`src/rtl/even_parity_serial_tx.sv`:
```
// Even-parity serial transmitter: start bit, DATA_W data bits LSB first, parity bit, stop bit.
// Optional feature macro PARITY_ERR_INJECT_EN adds err_inject to invert the parity of one frame.
module even_parity_serial_tx #(
  parameter int DATA_W       = 8,
  parameter int CLKS_PER_BIT = 16
) (
  input  logic              clk,
  input  logic              rst_n,
  input  logic [DATA_W-1:0] data_in,
  input  logic              valid_in,
`ifdef PARITY_ERR_INJECT_EN
  input  logic              err_inject,
`endif
  output logic              ready,
  output logic              tx,
  output logic              busy,
  output logic              parity_out,
  output logic              done
);

  localparam int CNT_W = (CLKS_PER_BIT > 1) ? $clog2(CLKS_PER_BIT) : 1;
  localparam int IDX_W = (DATA_W > 1) ? $clog2(DATA_W) : 1;
  localparam logic [CNT_W-1:0] CNT_LAST = CNT_W'(CLKS_PER_BIT - 1);
  localparam logic [IDX_W-1:0] IDX_LAST = IDX_W'(DATA_W - 1);

  typedef enum logic [2:0] {
    S_IDLE   = 3'd0,
    S_START  = 3'd1,
    S_DATA   = 3'd2,
    S_PARITY = 3'd3,
    S_STOP   = 3'd4
  } state_t;

  // Handshake: a word is accepted on a rising edge where valid_in && ready;
  // ready is high only in IDLE, and valid_in/data_in are ignored otherwise.
  state_t            state, state_d;
  logic [CNT_W-1:0]  cnt, cnt_d;
  logic [IDX_W-1:0]  idx, idx_d;
  logic [DATA_W-1:0] shreg, shreg_d;
  logic              parity_d;
  logic              done_d;
  logic              tx_d;
  logic              bit_last;
  logic              err_bit;

`ifdef PARITY_ERR_INJECT_EN
  assign err_bit = err_inject;
`else
  assign err_bit = 1'b0;
`endif

  assign bit_last = (cnt == CNT_LAST);

  always_ff @(posedge clk or negedge rst_n) begin
    if (!rst_n) begin
      state      <= S_IDLE;
      cnt        <= '0;
      idx        <= '0;
      shreg      <= '0;
      parity_out <= 1'b0;
      done       <= 1'b0;
      tx         <= 1'b1;
    end else begin
      state      <= state_d;
      cnt        <= cnt_d;
      idx        <= idx_d;
      shreg      <= shreg_d;
      parity_out <= parity_d;
      done       <= done_d;
      tx         <= tx_d;
    end
  end

  always_comb begin
    state_d  = state;
    cnt_d    = cnt;
    idx_d    = idx;
    shreg_d  = shreg;
    parity_d = parity_out;
    done_d   = 1'b0;
    case (state)
      S_IDLE: begin
        if (valid_in) begin
          state_d  = S_START;
          cnt_d    = '0;
          idx_d    = '0;
          shreg_d  = data_in;
          parity_d = (^data_in) ^ err_bit;
        end
      end
      S_START: begin
        if (bit_last) begin
          state_d = S_DATA;
          cnt_d   = '0;
        end else begin
          cnt_d = cnt + 1'b1;
        end
      end
      S_DATA: begin
        if (bit_last) begin
          cnt_d   = '0;
          shreg_d = shreg >> 1;
          if (idx == IDX_LAST) state_d = S_PARITY;
          else                 idx_d   = idx + 1'b1;
        end else begin
          cnt_d = cnt + 1'b1;
        end
      end
      S_PARITY: begin
        if (bit_last) begin
          state_d = S_STOP;
          cnt_d   = '0;
        end else begin
          cnt_d = cnt + 1'b1;
        end
      end
      S_STOP: begin
        if (bit_last) begin
          state_d = S_IDLE;
          cnt_d   = '0;
          done_d  = 1'b1;
        end else begin
          cnt_d = cnt + 1'b1;
        end
      end
      default: state_d = S_IDLE;
    endcase
  end

  // tx is computed from the next state so the line register changes exactly at bit boundaries.
  always_comb begin
    tx_d = 1'b1;
    case (state_d)
      S_START:  tx_d = 1'b0;
      S_DATA:   tx_d = shreg_d[0];
      S_PARITY: tx_d = parity_d;
      default:  tx_d = 1'b1;
    endcase
    busy  = (state != S_IDLE);
    ready = (state == S_IDLE);
  end

endmodule
```
`config.mk`:
```
export PLATFORM = sky130hd
export DESIGN_NAME = even_parity_serial_tx
export DESIGN_NICKNAME = d
export VERILOG_FILES = /design/src/rtl/even_parity_serial_tx.sv
export SDC_FILE = /design/constraint.sdc
export NUM_CORES = 1
export LEC_CHECK = 0
export CAP_MARGIN = 20
export CORE_AREA = 2 2 53 55
export DETAILED_ROUTE_END_ITERATION = 10
export DIE_AREA = 0 0 55 57
export GPL_TIMING_DRIVEN = 1
export PLACE_DENSITY = 0.77
export SYNTH_ARGS = -nofsm -noshare
export SYNTH_HDL_FRONTEND = slang
export SYNTH_SLANG_ARGS = --single-unit
export TNS_END_PERCENT = 30
```
`constraint.sdc`:
```
create_clock -name clk -period 1.75 [get_ports clk]
set_clock_uncertainty 0.15 [all_clocks]
set_input_delay 0.2625 -clock clk [delete_from_list [all_inputs] [get_ports clk]]
set_output_delay 0.2625 -clock clk [all_outputs]
set_load 0.01 [all_outputs]
```
==> flow_summary.ini <==
[timing]
hold_viol = 0
fin_crit_sh = 0.9523
setup_violations = 0
fin_setup_tns_ns = 0
maxSlewViolCount = 0
grt_setup_unrepaired = no
period_minus_slack_ns = 1.667
slew_headroom = 0.7907
max_clock_freq_ghz = 0.6000
worstMarginPinSlew_ns = 0.3107
hold_ws_ns = 0.1305

[floorplan]
core_area_um2 = 2615
die-area_um2 = 3135
die_h_um = 57
die_w_um = 55
start_util = 0.4507
num_rows = 19
io_pins = 16

[critical_path]
rr_worst_depth = 5
crit_family = buffers and inverters
worstPathArrival_ns = 1.25
critPathCaptureType = primary output
slowest_stage = clkdlybuf4s50_1
worstSetupPathType = reg2out
max_stage_delay_ns = 0.55
startpoint = parity_out
worstPathRequired_ns = 1.34
worst-path-stages = 1
crit_path_max_fanout = 4
path_buf_inv = 1
crit_path_start_kind = register
crit_chain = clkdlybuf4s50_1
r2r_start = cnt[0]

[drt]
wl_per_cell_um = 12.86
drt_iter0_drc = 21
drc = 0
postRouteAntennaNets = 0
wl_um = 2341
drt_pass1_iterations = 4
vias = 971
vias_per_cell = 5.335

[clock_network]
postCtsSetupRepairBufs = 0
numCtsBuffers = 3
cts_tree = yes
cts_root_buffer = clkbuf_4
clk_pin_slew_ns = 0.11
clock-sinks = 21
cts_max_level = 1
cts.path.max_buffers = 2
clkLatencyLatePin_ns = 0.30

[final_layout]
diodes = 0
design_area_um2 = 1471
fin_util = 0.5627
nets = 166
drive_gt1_frac = 0.1921
area_growth_pct = 24.84
fill_cells = 238
finalNonFillerCells = 182

[global_route]
grt_util_all_layers = 0.1668
grt_first_pass_wirelength_um = 3926
grt_pass1_vias = 907
grt_max_degree = 22
grt-ovfl-total = 0
antenna_found_initial = 0

[flow_run]
drv_cap = 0

[yosys]
yosysSeqAreaShare = 0.4469
synth_edf_count = 0
synth_adder_area_share = 0.04034
synth_top_family_by_area = simple AND/OR/NAND/NOR gates
yosysWarningCount = 0
ys_ff_latch = 21
synth.distinct_cells = 33
synth_cells = 124
synth-compound-area-share = 0.1783
synth-main-ff-cell = dfrtp_1
syn_avg_cell_area_um2 = 9.505
synth_xor_area_frac = 0.05945
synthSimpleGateAreaFrac = 0.1985
muxShareOfSynthArea = 0.02548
syn_area_um2 = 1179
synthArstFlopShare = 1.000
syn_nets = 138

[power_and_ir_drop]
vdd_drop_max_v = 0.0004540
p_leak_uw = 0.0006938
p_per_area_nw_per_um2 = 552.7

[place]
dp_hpwl_um = 1776
gp_congestion = 0.8299
dp_cells = 178
place_area_um2 = 1439
place.port_buffers = 15

[min_path]
hold_path.class = in2async

[status]
outcome = finished clean
==> layer usage <==
| layer | vias up | global-route usage | part of all wire |
|---|---|---|---|
| li1 | 484 | - | - |
| met4 | 0 | 0.04181 | 0.012 |
| met3 | 5 | 0.04712 | 0.032 |
| met2 | 15 | 0.2602 | 0.51 |
| met1 | 467 | 0.2269 | 0.45 |
| met5 | - | 0 | 0 |
==> path summary, 6_finish.rpt <==
path	slack, ns	endpoint
min reg2reg	0.34	shreg[4]
max reg2reg	0.12	idx[0]
min	0.13	parity_out
min in group clk	0.34	shreg[4]
max	0.08	parity_out
max in group asynchronous	1.05	tx
==> cells in the final DEF, fill, tap and decap left out, types with 2 or more instances in the layout <==
master,count
a21oi_1,8
a221oi_1,2
a22oi_1,6
a31oi_1,2
and3_1,2
buf_4,14
clkbuf_4,3
clkdlybuf4s50_1,12
dfrtp_1,20
ha_1,2
inv_1,7
mux2i_1,3
nand2_1,25
nand4b_1,2
nor2_1,4
nor3_1,3
o21ai_0,5
xnor2_1,8
==> final cells by class <==
class / instances / area [µm²] / share of cell area
Timing Repair Buffer: 29 / 249.0 / 0.1692
Multi-Input combinational cell: 90 / 604.3 / 0.4107
Inverter: 7 / 26.28 / 0.01786
Tap cell: 31 / 38.79 / 0.02636
Sequential cell: 21 / 526.8 / 0.3580
Clock buffer: 4 / 26.28 / 0.01786
==> kinds of logic (layout without fill, tap and decap cells) <==
family	after synthesis	in the layout
muxes	3	3
xor gates and xnor gates	8	8
adders and majority gates	4	4
buffers and inverters	13	40
AOI/OAI and AO/OA	29	29
DFF	21	21
and+or+nand+nor	46	46
==> through the flow <==
stage	total power, µW	setup WS (ns)
floorplan	542.5	0.01706
global placement	588.7	0.02372
detailed placement	592.5	-0.01130
CTS	827.2	0.03239
global route	853.9	0.009303
finish	813.3	0.08342
==> synth_stat cells, types with 2 or more instances <==
cell type | count | area, µm²
nor2_1 | 5 | 18.77
inv_1 | 7 | 26.28
a22oi_1 | 6 | 45.04
nand2_1 | 26 | 97.59
mux2i_1 | 3 | 30.03
nand4b_1 | 2 | 17.52
ha_1 | 3 | 37.54
xnor2_1 | 8 | 70.07
buf_2 | 3 | 15.01
dfrtp_1 | 20 | 500.5
a21oi_1 | 8 | 40.04
clkbuf_1 | 2 | 7.510
a31oi_1 | 2 | 12.51
o21ai_0 | 5 | 25.02
and3_1 | 3 | 18.77
nor3_1 | 3 | 15.01
a221oi_1 | 2 | 17.52
==> repair_timing <==
action,in CTS,in global routing
hold endpoints to repair,0,0
cloned,0,0
hold buffers,0,0
endpoints found under the setup margin,3,13
pin swaps,0,1
resized for setup,5,5
==> report_power, final <==
group / switching [µW] / leakage, µW / total (µW) / internal (µW)
sequential: 4.77 / 0.000269 / 499 / 494
combinational: 35.5 / 0.000410 / 82.0 / 46.5
clock: 143 / 0.0000150 / 232 / 89.0
total: 184 / 0.000694 / 813 / 630
==> sequential cells by signal, indices dropped and copies added, names as in the netlist <==
signal	count
idx	3
parity_out	1
shreg	8
tx	1
cnt	4
done	1
state	3
Note: power is estimated with default switching activity, not from simulation.
